--- src/rtl/pu_play_driver_if.sv ---
// Bus between the play driver and the processing unit under test.
// The master side drives strobes and operands; the slave side returns the result.
interface pu_play_driver_if #(
  parameter int unsigned DATA_WIDTH = 32,
  parameter int unsigned ATTR_WIDTH = 4
);
  logic                  signal_wr;
  logic                  signal_sel;
  logic                  signal_oe;
  logic [DATA_WIDTH-1:0] data_in;
  logic [ATTR_WIDTH-1:0] attr_in;
  logic [DATA_WIDTH-1:0] data_out;
  logic [ATTR_WIDTH-1:0] attr_out;

  modport master (
    output signal_wr, signal_sel, signal_oe, data_in, attr_in,
    input  data_out, attr_out
  );

  modport slave (
    input  signal_wr, signal_sel, signal_oe, data_in, attr_in,
    output data_out, attr_out
  );
endinterface

--- src/rtl/pu_play_driver.sv ---
// Board harness for a single PU: runs load A / load B / wait / read sequences,
// advances the operands and shows a selectable slice of the result on LEDs.
module pu_play_driver #(
  parameter int unsigned DATA_WIDTH     = 32,
  parameter int unsigned ATTR_WIDTH     = 4,
  parameter int unsigned INVALID        = 1,
  parameter int unsigned LED_WIDTH      = 8,
  parameter int unsigned LATENCY        = 2,
  parameter int unsigned PRESCALE_WIDTH = 24,
  parameter int unsigned DEBOUNCE       = 16
) (
  input  logic                 clk,
  input  logic                 RST,
  input  logic                 RUN_MODE,
  input  logic                 SPEED,
  input  logic                 STEP_KEY,
  input  logic [1:0]           LED_SEL,
  pu_play_driver_if.master     pu,
  output logic [LED_WIDTH-1:0] LED,
  output logic                 ERR,
  output logic [15:0]          seq_count
);

  localparam int unsigned NSLICE = DATA_WIDTH / LED_WIDTH;
  localparam int unsigned DBW    = $clog2(DEBOUNCE + 1);
  localparam int unsigned WW     = $clog2(LATENCY + 1);

  typedef enum logic [2:0] {
    S_IDLE, S_LOAD_A, S_LOAD_B, S_WAIT, S_READ, S_SHOW
  } state_t;

  state_t                  state_q;
  logic                    wr_q, sel_q, oe_q;
  logic [DATA_WIDTH-1:0]   data_in_q;
  logic [WW-1:0]           wait_q;
  logic [DATA_WIDTH-1:0]   op_a_q, op_b_q, result_q;
  logic                    err_q;
  logic [15:0]             seq_q;

  logic [1:0]              sync_q;
  logic                    deb_q, press_q;
  logic [DBW-1:0]          deb_cnt_q;
  logic [PRESCALE_WIDTH-1:0] presc_q, presc_d;
  logic                    tick_slow, tick_fast, tick;
  logic                    unused_attr;

  // Key conditioning: a change is accepted only after DEBOUNCE stable samples.
  always_ff @(posedge clk) begin
    if (RST) begin
      sync_q    <= '0;
      deb_q     <= 1'b0;
      deb_cnt_q <= '0;
      press_q   <= 1'b0;
    end else begin
      sync_q  <= {sync_q[0], STEP_KEY};
      press_q <= 1'b0;
      if (sync_q[1] == deb_q) begin
        deb_cnt_q <= '0;
      end else if (deb_cnt_q == DBW'(DEBOUNCE - 1)) begin
        deb_q     <= sync_q[1];
        deb_cnt_q <= '0;
        press_q   <= sync_q[1];
      end else begin
        deb_cnt_q <= deb_cnt_q + DBW'(1);
      end
    end
  end

  assign presc_d = presc_q + PRESCALE_WIDTH'(1);

  always_ff @(posedge clk) begin
    if (RST) presc_q <= '0;
    else     presc_q <= presc_d;
  end

  assign tick_slow = &presc_q;
  assign tick_fast = &presc_q[PRESCALE_WIDTH-5:0];
  assign tick      = RUN_MODE ? (SPEED ? tick_fast : tick_slow) : press_q;

  // Strobes are set on entry to a state so they line up with state_q.
  always_ff @(posedge clk) begin
    if (RST) begin
      state_q   <= S_IDLE;
      wr_q      <= 1'b0;
      sel_q     <= 1'b0;
      oe_q      <= 1'b0;
      data_in_q <= '0;
      wait_q    <= '0;
      op_a_q    <= DATA_WIDTH'(1);
      op_b_q    <= DATA_WIDTH'(2);
      result_q  <= '0;
      err_q     <= 1'b0;
      seq_q     <= '0;
    end else begin
      wr_q  <= 1'b0;
      sel_q <= 1'b0;
      oe_q  <= 1'b0;
      case (state_q)
        S_IDLE: if (tick) begin
          state_q   <= S_LOAD_A;
          wr_q      <= 1'b1;
          data_in_q <= op_a_q;
        end
        S_LOAD_A: begin
          state_q   <= S_LOAD_B;
          wr_q      <= 1'b1;
          sel_q     <= 1'b1;
          data_in_q <= op_b_q;
        end
        S_LOAD_B: begin
          state_q <= S_WAIT;
          wait_q  <= '0;
        end
        S_WAIT: if (wait_q == WW'(LATENCY - 1)) begin
          state_q <= S_READ;
          oe_q    <= 1'b1;
        end else begin
          wait_q <= wait_q + WW'(1);
        end
        S_READ: begin
          state_q  <= S_SHOW;
          result_q <= pu.data_out;
          err_q    <= err_q | pu.attr_out[INVALID];
          op_a_q   <= op_a_q + DATA_WIDTH'(1);
          op_b_q   <= op_b_q + DATA_WIDTH'(3);
          seq_q    <= seq_q + 16'd1;
        end
        S_SHOW:  state_q <= S_IDLE;
        default: state_q <= S_IDLE;
      endcase
    end
  end

  always_comb begin
    LED = '0;
    for (int unsigned i = 0; i < NSLICE; i++) begin
      if (32'(LED_SEL) == i) LED = result_q[i*LED_WIDTH +: LED_WIDTH];
    end
  end

  assign pu.signal_wr  = wr_q;
  assign pu.signal_sel = sel_q;
  assign pu.signal_oe  = oe_q;
  assign pu.data_in    = data_in_q;
  assign pu.attr_in    = data_in_q[ATTR_WIDTH-1:0];
  assign ERR           = err_q;
  assign seq_count     = seq_q;
  assign unused_attr   = ^pu.attr_out;

endmodule
--- src/flat_wrapper.sv ---
// flat-port wrapper written by rule: the top's interface ports become plain ports
module pu_play_driver_flat 
#(
  parameter int unsigned DATA_WIDTH     = 32,
  parameter int unsigned ATTR_WIDTH     = 4,
  parameter int unsigned INVALID        = 1,
  parameter int unsigned LED_WIDTH      = 8,
  parameter int unsigned LATENCY        = 2,
  parameter int unsigned PRESCALE_WIDTH = 24,
  parameter int unsigned DEBOUNCE       = 16
)
  (clk, RST, RUN_MODE, SPEED, STEP_KEY, LED_SEL, LED, ERR, seq_count, pu_signal_wr, pu_signal_sel, pu_signal_oe, pu_data_in, pu_attr_in, pu_data_out, pu_attr_out);
  pu_play_driver_if #(.DATA_WIDTH(DATA_WIDTH), .ATTR_WIDTH(ATTR_WIDTH)) pu_i ();
  input  logic clk;
  input  logic RST;
  input  logic RUN_MODE;
  input  logic SPEED;
  input  logic STEP_KEY;
  input  logic [1:0] LED_SEL;
  output logic [LED_WIDTH-1:0] LED;
  output logic ERR;
  output logic [15:0] seq_count;
  output wire logic [$bits(pu_i.signal_wr)-1:0] pu_signal_wr;
  output wire logic [$bits(pu_i.signal_sel)-1:0] pu_signal_sel;
  output wire logic [$bits(pu_i.signal_oe)-1:0] pu_signal_oe;
  output wire logic [$bits(pu_i.data_in)-1:0] pu_data_in;
  output wire logic [$bits(pu_i.attr_in)-1:0] pu_attr_in;
  input wire logic [$bits(pu_i.data_out)-1:0] pu_data_out;
  input wire logic [$bits(pu_i.attr_out)-1:0] pu_attr_out;
  assign pu_signal_wr = pu_i.signal_wr;
  assign pu_signal_sel = pu_i.signal_sel;
  assign pu_signal_oe = pu_i.signal_oe;
  assign pu_data_in = pu_i.data_in;
  assign pu_attr_in = pu_i.attr_in;
  assign pu_i.data_out = pu_data_out;
  assign pu_i.attr_out = pu_attr_out;
  pu_play_driver #(.DATA_WIDTH(DATA_WIDTH), .ATTR_WIDTH(ATTR_WIDTH), .INVALID(INVALID), .LED_WIDTH(LED_WIDTH), .LATENCY(LATENCY), .PRESCALE_WIDTH(PRESCALE_WIDTH), .DEBOUNCE(DEBOUNCE)) u_core (.clk(clk), .RST(RST), .RUN_MODE(RUN_MODE), .SPEED(SPEED), .STEP_KEY(STEP_KEY), .LED_SEL(LED_SEL), .pu(pu_i), .LED(LED), .ERR(ERR), .seq_count(seq_count));
endmodule
--- config.mk ---
export PLATFORM = sky130hd
export DESIGN_NAME = pu_play_driver_flat
export DESIGN_NICKNAME = d
export VERILOG_FILES = /design/src/rtl/pu_play_driver_if.sv /design/src/rtl/pu_play_driver.sv /design/src/flat_wrapper.sv
export SDC_FILE = /design/constraint.sdc
export NUM_CORES = 1
export LEC_CHECK = 0
export CAP_MARGIN = 5
export CORE_UTILIZATION = 55
export CTS_CLUSTER_SIZE = 25
export DETAILED_ROUTE_END_ITERATION = 8
export PLACE_DENSITY_LB_ADDON = 0.12
export SLEW_MARGIN = 0
export SYNTH_ARGS = -nofsm -noshare
export SYNTH_HDL_FRONTEND = slang
export SYNTH_SLANG_ARGS = --single-unit
--- constraint.sdc ---
create_clock -name clk -period 2.8 [get_ports clk]
set_input_delay 0.56 -clock clk [delete_from_list [all_inputs] [get_ports clk]]
set_output_delay 0.56 -clock clk [all_outputs]
set_load 0.02 [all_outputs]
Word-level counts from Yosys, hierarchy flattened
Index checks and enable logic that the tools add are counted.
{"block": "totals", "in_bits": 43, "elab_cells": 69, "reg_bits": 186, "out_inout_bits": 64}
{"block": "classes", "n_reduce_logical": 13, "eq_ne": 13, "mux": 17, "n_bitwise": 4, "addsub": 6}
{"operator": "$pmux W32 S2", "n": 1}
{"operator": "$add A32 B1 Y32 const B", "n": 1}
{"operator": "$add A32 B2 Y32 const B", "n": 1}
{"operator": "$mux W32", "n": 1}
{"operator": "$mux W8", "n": 4}
{"operator": "$add A24 B1 Y24 const B", "n": 1}
{"operator": "$reduce_and A24 Y1", "n": 1}
{"operator": "$reduce_and A20 Y1", "n": 1}
{"operator": "$add A16 B1 Y16 const B", "n": 1}
{"operator": "$pmux W3 S5", "n": 1}
{"operator": "$reduce_and A2 Y1", "n": 4}
{"operator": "$eq A3 B2 Y1 const B", "n": 2}
{"operator": "$mux W3", "n": 2}
{"operator": "$reduce_or A3 Y1", "n": 2}
{"operator": "$add A5 B1 Y5 const B", "n": 1}
{"operator": "$eq A5 B4 Y1 const B", "n": 1}
{"operator": "$mux W1", "n": 5}
{"operator": "$eq A2 B1 Y1 const B", "n": 2}
{"operator": "$eq A2 B2 Y1 const B", "n": 2}
{"operator": "$ne A2 B1 Y1 const B", "n": 2}
{"operator": "$pmux W2 S2", "n": 1}
{"operator": "$reduce_bool A2 Y1", "n": 2}
{"operator": "$eq A3 B1 Y1 const B", "n": 1}
{"operator": "$eq A3 B3 Y1 const B", "n": 1}
{"operator": "10 further kinds", "n": 12}

Logic depth before layout (Yosys ltp)
Gate-level depths: netlist (run 1).
{"block": "depth", "word_depth": 5, "mapped_depth": 8, "depth_no_buf": 6}

Worst setup path before layout (run 1)
No wires, ideal clock.
{"block": "synth_path", "path_kind": "flip-flop to flip-flop", "from": "register u_core.state_q[0]", "to": "register u_core.op_a_q[28]", "required_time_ns": 2.677, "slack_ns": 0.535, "period_less_slack_ns": 2.265, "arrival_time_ns": 2.142, "stages_incl_launch_ff": 8, "path_buffers": 3, "setup_ns": 0.123, "cell_sequence": "dfxtp_1 > buf_6 > or3b_1 > buf_2 > or4_4 > buf_6 > nor4_1 > mux2_1"}
{"block": "synth_via", "elab_chain_cells": 1}
{"element": "from (decl)", "line": "pu_play_driver.sv:32", "text": "state_t state_q;"}
{"element": "from (signal assigned)", "line": "pu_play_driver.sv:83", "text": "state_q <= S_IDLE;"}
{"element": "from (signal assigned)", "line": "pu_play_driver.sv:100", "text": "state_q <= S_LOAD_A;"}
{"element": "from (signal assigned)", "line": "pu_play_driver.sv:105", "text": "state_q <= S_LOAD_B;"}
{"element": "$eq A3 B3 Y1", "line": "pu_play_driver.sv:98", "text": "case (state_q)"}
{"element": "to (signal assigned)", "line": "pu_play_driver.sv:124", "text": "op_a_q <= op_a_q + DATA_WIDTH'(1);"}
{"element": "to (decl)", "line": "pu_play_driver.sv:36", "text": "logic [DATA_WIDTH-1:0] op_a_q, op_b_q, result_q;"}
Every way passes these cells.
A chain may end at the register's enable or synchronous reset.

Worst setup path after layout (run 1)
{"block": "layout_path", "from": "input port LED_SEL[0]", "to": "output port LED[7]"}
{"block": "layout_via", "elab_chain_cells": 5, "word_cells_on_any_way": 8, "classes_between": "eq/ne: 3; mux: 4; reduce/logical: 1"}
{"element": "from (decl)", "line": "flat_wrapper.sv:19", "text": "input logic [1:0] LED_SEL;"}
{"element": "$logic_not A2 Y1", "line": "pu_play_driver.sv:137", "text": "if (32'(LED_SEL) == i) LED = result_q[i*LED_WIDTH +: LED_WIDTH];"}
{"element": "$mux W8 (3 in series)", "line": "pu_play_driver.sv:137"}
{"element": "$mux W8 *", "line": "pu_play_driver.sv:137"}
{"element": "to (decl)", "line": "flat_wrapper.sv:20", "text": "output logic [LED_WIDTH-1:0] LED;"}
Mark *: on every way between the ends. The rest lies on a longest branch, timed or not.

==> flow_metrics.tcl, run 1 <==
set metrics [dict create \
    instances_no_fill 1355 \
    muxShareOfSynthArea_pct 7.14 \
    yosysTopAreaCellShare_pct 40.8 \
    synth_edf_count 0 \
    cts_buffer_depth 2 \
    grt_max_degree 79 \
    antennaDiodeCount 0 \
    maxCapViolCount 0 \
    drtPass1Iterations 4 \
    rows 46 \
    min_from "u_core.sync_q[0]$_SDFF_PP0_" \
    die_h_um 131 \
    initial_core_util_pct 56.8 \
    slew_viol_final 0 \
    num_io_pins 107 \
    yosysMostFrequentCell "dfxtp_1" \
    grt_setup_unrepaired "false" \
    hp-class "reg2reg" \
    crit_arrival_ns 2.05 \
    wl_per_cell_um 16.2 \
    port_buffers 103 \
    synth_top_family_by_area "simple AND/OR/NAND/NOR gates" \
    grt_pass1_vias 7377 \
    syn_inst 1079 \
    hold_violations 0 \
    period_needed_ns 2.61 \
    synth_fa_ha_area_share_pct 0.960 \
    vias 8129 \
    synth_area_leader_cell "dfxtp_1" \
    drc 0 \
    powerDensity_mw_per_mm2 504 \
    setup_viol 0 \
    ys_ff_latch 186 \
    finalCritPeriodShare_pct 93.2 \
    tritoncts "done" \
    routabilityCongestion 0.828 \
    tightest_slew_ns 0.659 \
    post-route-util_pct 67.5 \
    ir_worst_vdd_v 0.000454 \
    synth_area_leaders "dfxtp_1 41%, a21oi_1 4.9%, mux2_2 4.9%, nand2_1 4.2%, nand4_1 4.0%" \
    die_x_um 131 \
    drt_iter0_drc 589 \
    synth_common_cells "186 x dfxtp_1, 101 x nand2_1, 90 x a21oi_1, 82 x nor2_1, 77 x clkbuf_1" \
    vias_per_cell 6.00 \
    startpoint "LED_SEL[0]" \
    criticalPathCategory "in2out" \
    antenna_found_initial 0 \
    fin_nets 1177 \
    skew_ns 0.0105 \
    wirelength_um 22000 \
    grt_pass1_wl_um 35800 \
    drive_above_1_share_pct 9.57 \
    ant_nets 0 \
    cp-start-kind "input port" \
    worst_setup_path_end_kind "output port" \
    place_inst 1324 \
    grt_usage_pct 26.4 \
    clk_pin_slew_worst_paths_ns 0.07 \
    avgSynthCellArea_um2 8.46 \
    clkLatencyLatePin_ns 0.43 \
    area_growth_pct 18.9 \
    clock-sinks 186 \
    synth_compound_area_share_pct 14.4 \
    relSlewSlack_pct 56.0 \
    syn-num-nets 1129 \
    synthSimpleGateAreaFrac_pct 27.9 \
    dp_hpwl_um 14000 \
    synth_top_flop_cell "dfxtp_1" \
    cts_root_buffer "clkbuf_16" \
    netlist_area_mm2 0.00913 \
    coreArea_mm2 0.0161 \
    fmax_mhz 383 \
    h-tree-depth 4 \
    p_leak_nw 3.64 \
    yosys_warnings 0 \
    numCtsBuffers 17 \
    cp.required_ns 2.24 \
    grt.overflow.total 0 \
    worstPathMaxFanout 8 \
    synth_cell_types 45 \
    synth_xor_xnor_area_share_pct 3.74 \
    r2r_slack_ns 0.32 \
    ys_seq_area_share_pct 40.8 \
    fp.dieArea_mm2 0.0171 \
    rr_startpoint "u_core.op_b_q[0]$_SDFFE_PP0N_" \
    outcome "completed" \
    async_flop_share_pct 0 \
]
[registers in the layout, indices dropped and copies added (netlist names)]
| signal | count |
|---|---|
| u_core.pu.signal_sel | 1 |
| u_core.result_q | 32 |
| u_core.pu.signal_wr | 1 |
| u_core.sync_q | 2 |
| u_core.seq_count | 16 |
| u_core.pu.signal_oe | 1 |
| u_core.op_b_q | 32 |
| u_core.presc_q | 24 |
| u_core.pu.data_in | 32 |
| u_core.wait_q | 2 |
| u_core.deb_cnt_q | 5 |
| u_core.deb_q | 1 |
| u_core.ERR | 1 |
| u_core.op_a_q | 32 |
| u_core.state_q | 3 |
| u_core.press_q | 1 |
[stage by stage]
step | area (µm²) | total power [W] | hold slack [ns] | worst slack, ns | TNS, ns
after floorplan | 9130 | 0.00291 | 0.414 | 0.535 | 0
after CTS | 10800 | 0.00550 | 0.447 | 0.173 | 0
after global routing | 10800 | 0.00563 | 0.467 | 0.138 | 0
after global placement | 10200 | 0.00303 | 0.422 | -0.0225 | -0.159
final | 10800 | 0.00546 | 0.442 | 0.190 | 0
after detailed placement | 10200 | 0.00303 | 0.429 | -0.0349 | -0.114
[critical path: stages]
cell and delay [ns]:
clkdlybuf4s50_1 0.51, buf_12 0.15, mux4_2 0.49, dlygate4sd2_1 0.34
[placed cells by master, fill, tap and decap left out, types with 18 or more instances in the layout]
| cell | count |
|---|---|
| nor2_1 | 80 |
| nor2b_1 | 53 |
| o211ai_1 | 32 |
| or3_1 | 21 |
| o31ai_1 | 24 |
| inv_1 | 19 |
| xor2_1 | 18 |
| or4_1 | 27 |
| clkdlybuf4s50_1 | 94 |
| a21oi_1 | 90 |
| a32oi_1 | 32 |
| xnor2_1 | 21 |
| dfxtp_1 | 185 |
| nand3_1 | 59 |
| nand4_1 | 59 |
| mux2_2 | 40 |
| nand2_1 | 101 |
| o21ai_0 | 23 |
[routing by layer]
metal	share of wire [%]	routed length, µm	global-route usage [%]
met1	49	10700	37.7
met4	0.59	129	6.02
met5	0	0	0
met2	45	9990	41.1
met3	5.4	1190	5.09
[cell type report]
class,instances,area (µm²)
clock inverters,13,168
flip-flops and latches,186,3720
fillers,1334,5210
repair buffers,123,1210
clock buffers,18,439
well taps,216,270
multi-input cells,780,4960
inverters,19,71.3
[worst paths after layout]
path	to	cells past startpoint
max	LED[7]	4
min	u_core.sync_q[1]$_SDFF_PP0_	1
max reg2reg	u_core.op_b_q[22]$_SDFFE_PP0N_	5
min reg2reg	u_core.sync_q[1]$_SDFF_PP0_	1
[cells by family after synthesis]
| family | after synthesis |
|---|---|
| muxes | 50 |
| adders and majority gates | 7 |
| buffers and inverters | 113 |
| DFF | 186 |
| AOI/OAI and AO/OA | 207 |
| and+or+nand+nor | 477 |
| xor gates and xnor gates | 39 |
[where the power goes]
part	switching, W	internal [W]	leakage (nW)
registers	0.0000137	0.00266	1.50
logic	0.000183	0.000119	1.85
clock network	0.00106	0.00143	0.293
total	0.00125	0.00421	3.64
[timing repair]
action / CTS / global route
endpoints found under the setup margin: 8 / 0
hold endpoints to repair: 0 / 0
setup buffers: 0 / 0
resized for setup: 8 / 0
hold buffers: 0 / 0
Note: power is estimated with default switching activity, not from simulation.
==> inputs of run 2 (changes only) <==
--- a/config.mk
+++ b/config.mk
@@ -5,7 +5,8 @@
 export SDC_FILE = /design/constraint.sdc
 export NUM_CORES = 1
 export LEC_CHECK = 0
-export CAP_MARGIN = 5
+export ABC_AREA = 1
+export CAP_MARGIN = 0
 export CORE_UTILIZATION = 55
 export CTS_CLUSTER_SIZE = 25
 export DETAILED_ROUTE_END_ITERATION = 8
==> flow_metrics.tcl, run 2 <==
set metrics [dict create \
    outcome "completed" \
    crit_arrival_ns 2.13 \
    fp.dieArea_mm2 0.0168 \
    gr-usage-met2_pct 42.0 \
    use_met3_pct 5.12 \
    layout_common_cells "268 x nand2_1, 254 x nor2_1, 186 x dfxtp_1" \
    relSlewSlack_pct 54.8 \
    num_io_pins 107 \
    path_cells "clkdlybuf4s50_1 -> nor2_1 -> buf_4 -> a221oi_1 -> a21oi_1 -> dlygate4sd2_1" \
    syn_inst 1336 \
    maxCapViolCount 0 \
    synth_edf_count 0 \
    async_flop_share_pct 0 \
    vias 8502 \
    cts_setup_buffers 0 \
    drive_above_1_share_pct 5.05 \
    dp_hpwl_um 14600 \
    routabilityCongestion 0.879 \
    wl_per_cell_um 12.8 \
    slowest_stage "clkdlybuf4s50_1" \
    hp-class "reg2reg" \
    die_h_um 130 \
    grt.overflow.total 0 \
    antenna_found_initial 0 \
    numCtsBuffers 17 \
    cp.required_ns 2.24 \
    path_buf_inv 3 \
    die_x_um 130 \
    ir_worst_vdd_v 0.000535 \
    drtPass1Iterations 5 \
    mostFrequentLayoutCell "nand2_1" \
    ant_nets 0 \
    synth_area_leader_cell "dfxtp_1" \
    p_leak_nw 3.82 \
    yosysMostFrequentCell "nand2_1" \
    finalCritPeriodShare_pct 96.0 \
    slew_viol_final 0 \
    netlist_area_mm2 0.00896 \
    grtUsageMet1_pct 36.0 \
    grt_pass1_vias 7655 \
    syn-num-nets 1386 \
    busiest_layer "met2" \
    skew_ns 0.0125 \
    wirelength_um 21100 \
    yosys_warnings 0 \
    slowest_delay_ns 0.55 \
    drc 0 \
    cts_buffer_depth 2 \
    h-tree-depth 4 \
    synth_common_cells "268 x nand2_1, 254 x nor2_1, 186 x dfxtp_1, 144 x inv_1, 107 x o21ai_0" \
    setup_viol 0 \
    ys_seq_area_share_pct 41.6 \
    avgSynthCellArea_um2 6.71 \
    drt_iter0_drc 725 \
    tritoncts "done" \
    clk_pin_slew_worst_paths_ns 0.06 \
    period_needed_ns 2.69 \
    coreArea_mm2 0.0159 \
    yosysTopAreaCellShare_pct 41.6 \
    fmax_mhz 372 \
    ys_ff_latch 186 \
    grt_usage_pct 26.3 \
    place_area_mm2 0.0101 \
    worst_setup_path_end_kind "output port" \
    clock-sinks 186 \
    post-route-util_pct 67.1 \
    hold_violations 0 \
    grt_max_degree 70 \
    powerDensity_mw_per_mm2 544 \
    fin_nets 1464 \
    fin_area_mm2 0.0107 \
    worstPathMaxFanout 8 \
    synth_cell_types 34 \
    area_growth_pct 18.9 \
    cp_top_family "buffers and inverters" \
    n_fill_cell 1449 \
    vias_per_cell 5.17 \
    clkLatencyLatePin_ns 0.44 \
    initial_core_util_pct 56.4 \
    synth_area_leaders "dfxtp_1 42%, nand2_1 11%, nor2_1 11%, inv_1 6.0%, o21ai_0 6.0%" \
    cp-start-kind "input port" \
    tightest_slew_ns 0.678 \
    rows 46 \
    criticalPathCategory "in2out" \
    grt_pass1_wl_um 35500 \
    synth_top_flop_cell "dfxtp_1" \
    cts_root_buffer "clkbuf_16" \
    grt_setup_unrepaired "false" \
    port_buffers 103 \
    antennaDiodeCount 0 \
]
==> run 2: changes by cell type after synthesis, sizes merged, moves of 53 or more <==
cell / previous run / this run
o21ai: 23 / 107
clkbuf: 77 / 23
nor2: 82 / 268
nand2: 101 / 274
nor2b: 53 / 0
inv: 19 / 144
==> run 2: metal layers <==
layer / wire, µm / share of wire (%)
met1: 10200 / 48
met2: 9540 / 45
met5: 0 / 0
met4: 261 / 1.2
met3: 1080 / 5.1
==> run 2: power by group <==
| part | total (W) | switching, W | internal (W) |
|---|---|---|---|
| Clock | 0.00237 | 0.00110 | 0.00128 |
| Sequential | 0.00276 | 0.0000467 | 0.00271 |
| Combinational | 0.000660 | 0.000380 | 0.000281 |
| Total | 0.00579 | 0.00152 | 0.00427 |
==> run 2: layout make-up <==
class | count | area [µm²] | share of cell area, %
Multi-Input combinational cell | 947 | 4390 | 41.2
Inverter | 145 | 547 | 5.13
Sequential cell | 186 | 3720 | 35.0
Tap cell | 216 | 270 | 2.54
Clock inverter | 13 | 134 | 1.26
Clock buffer | 19 | 443 | 4.16
Timing Repair Buffer | 117 | 1150 | 10.8
==> run 2: path summary, 6_finish.rpt <==
path         depth (start not counted)  slack [ns]                            endpoint                          from
max                                  6        0.11                              LED[2]                    LED_SEL[0]
min                                  2        0.40         u_core.sync_q[1]$_SDFF_PP0_   u_core.sync_q[0]$_SDFF_PP0_
max reg2reg                         11        0.75  u_core.pu.data_in[28]$_SDFFE_PP0P_  u_core.presc_q[0]$_SDFF_PP0_
min reg2reg                          2        0.40         u_core.sync_q[1]$_SDFF_PP0_   u_core.sync_q[0]$_SDFF_PP0_
==> run 2: timing repair <==
item	CTS	global route
hold buffers	0	0
endpoints found under the setup margin	8	0
resized for setup	8	0
==> run 2: per-stage QoR <==
stage               hold WS, ns  std cells  total power [W]  setup slack, ns  TNS (ns)
global placement          0.392       1611          0.00348          -0.0524    -0.135
global route              0.448       1643          0.00603           0.0145         0
CTS                       0.403       1643          0.00584            0.127         0
floorplan                 0.388       1336          0.00325            0.685         0
finish                    0.402       1643          0.00579            0.111         0
detailed placement        0.394       1611          0.00349          -0.0940    -0.427
==> run 2: worst min-delay path: cells and delay by family (launching register included) <==
kind          cells  cell delay [ns]
flops             1             0.30
buf+inv           1             0.04
simple gates      1             0.03
==> run 2: kinds of logic after synthesis <==
family / after synthesis / share of synthesized area (%)
buffers and inverters: 203 / 9.47
AOI/OAI and AO/OA: 233 / 13.8
DFF: 186 / 41.6
and+or+nand+nor: 698 / 33.3
xor gates and xnor gates: 9 / 0.880
adders and majority gates: 7 / 0.977
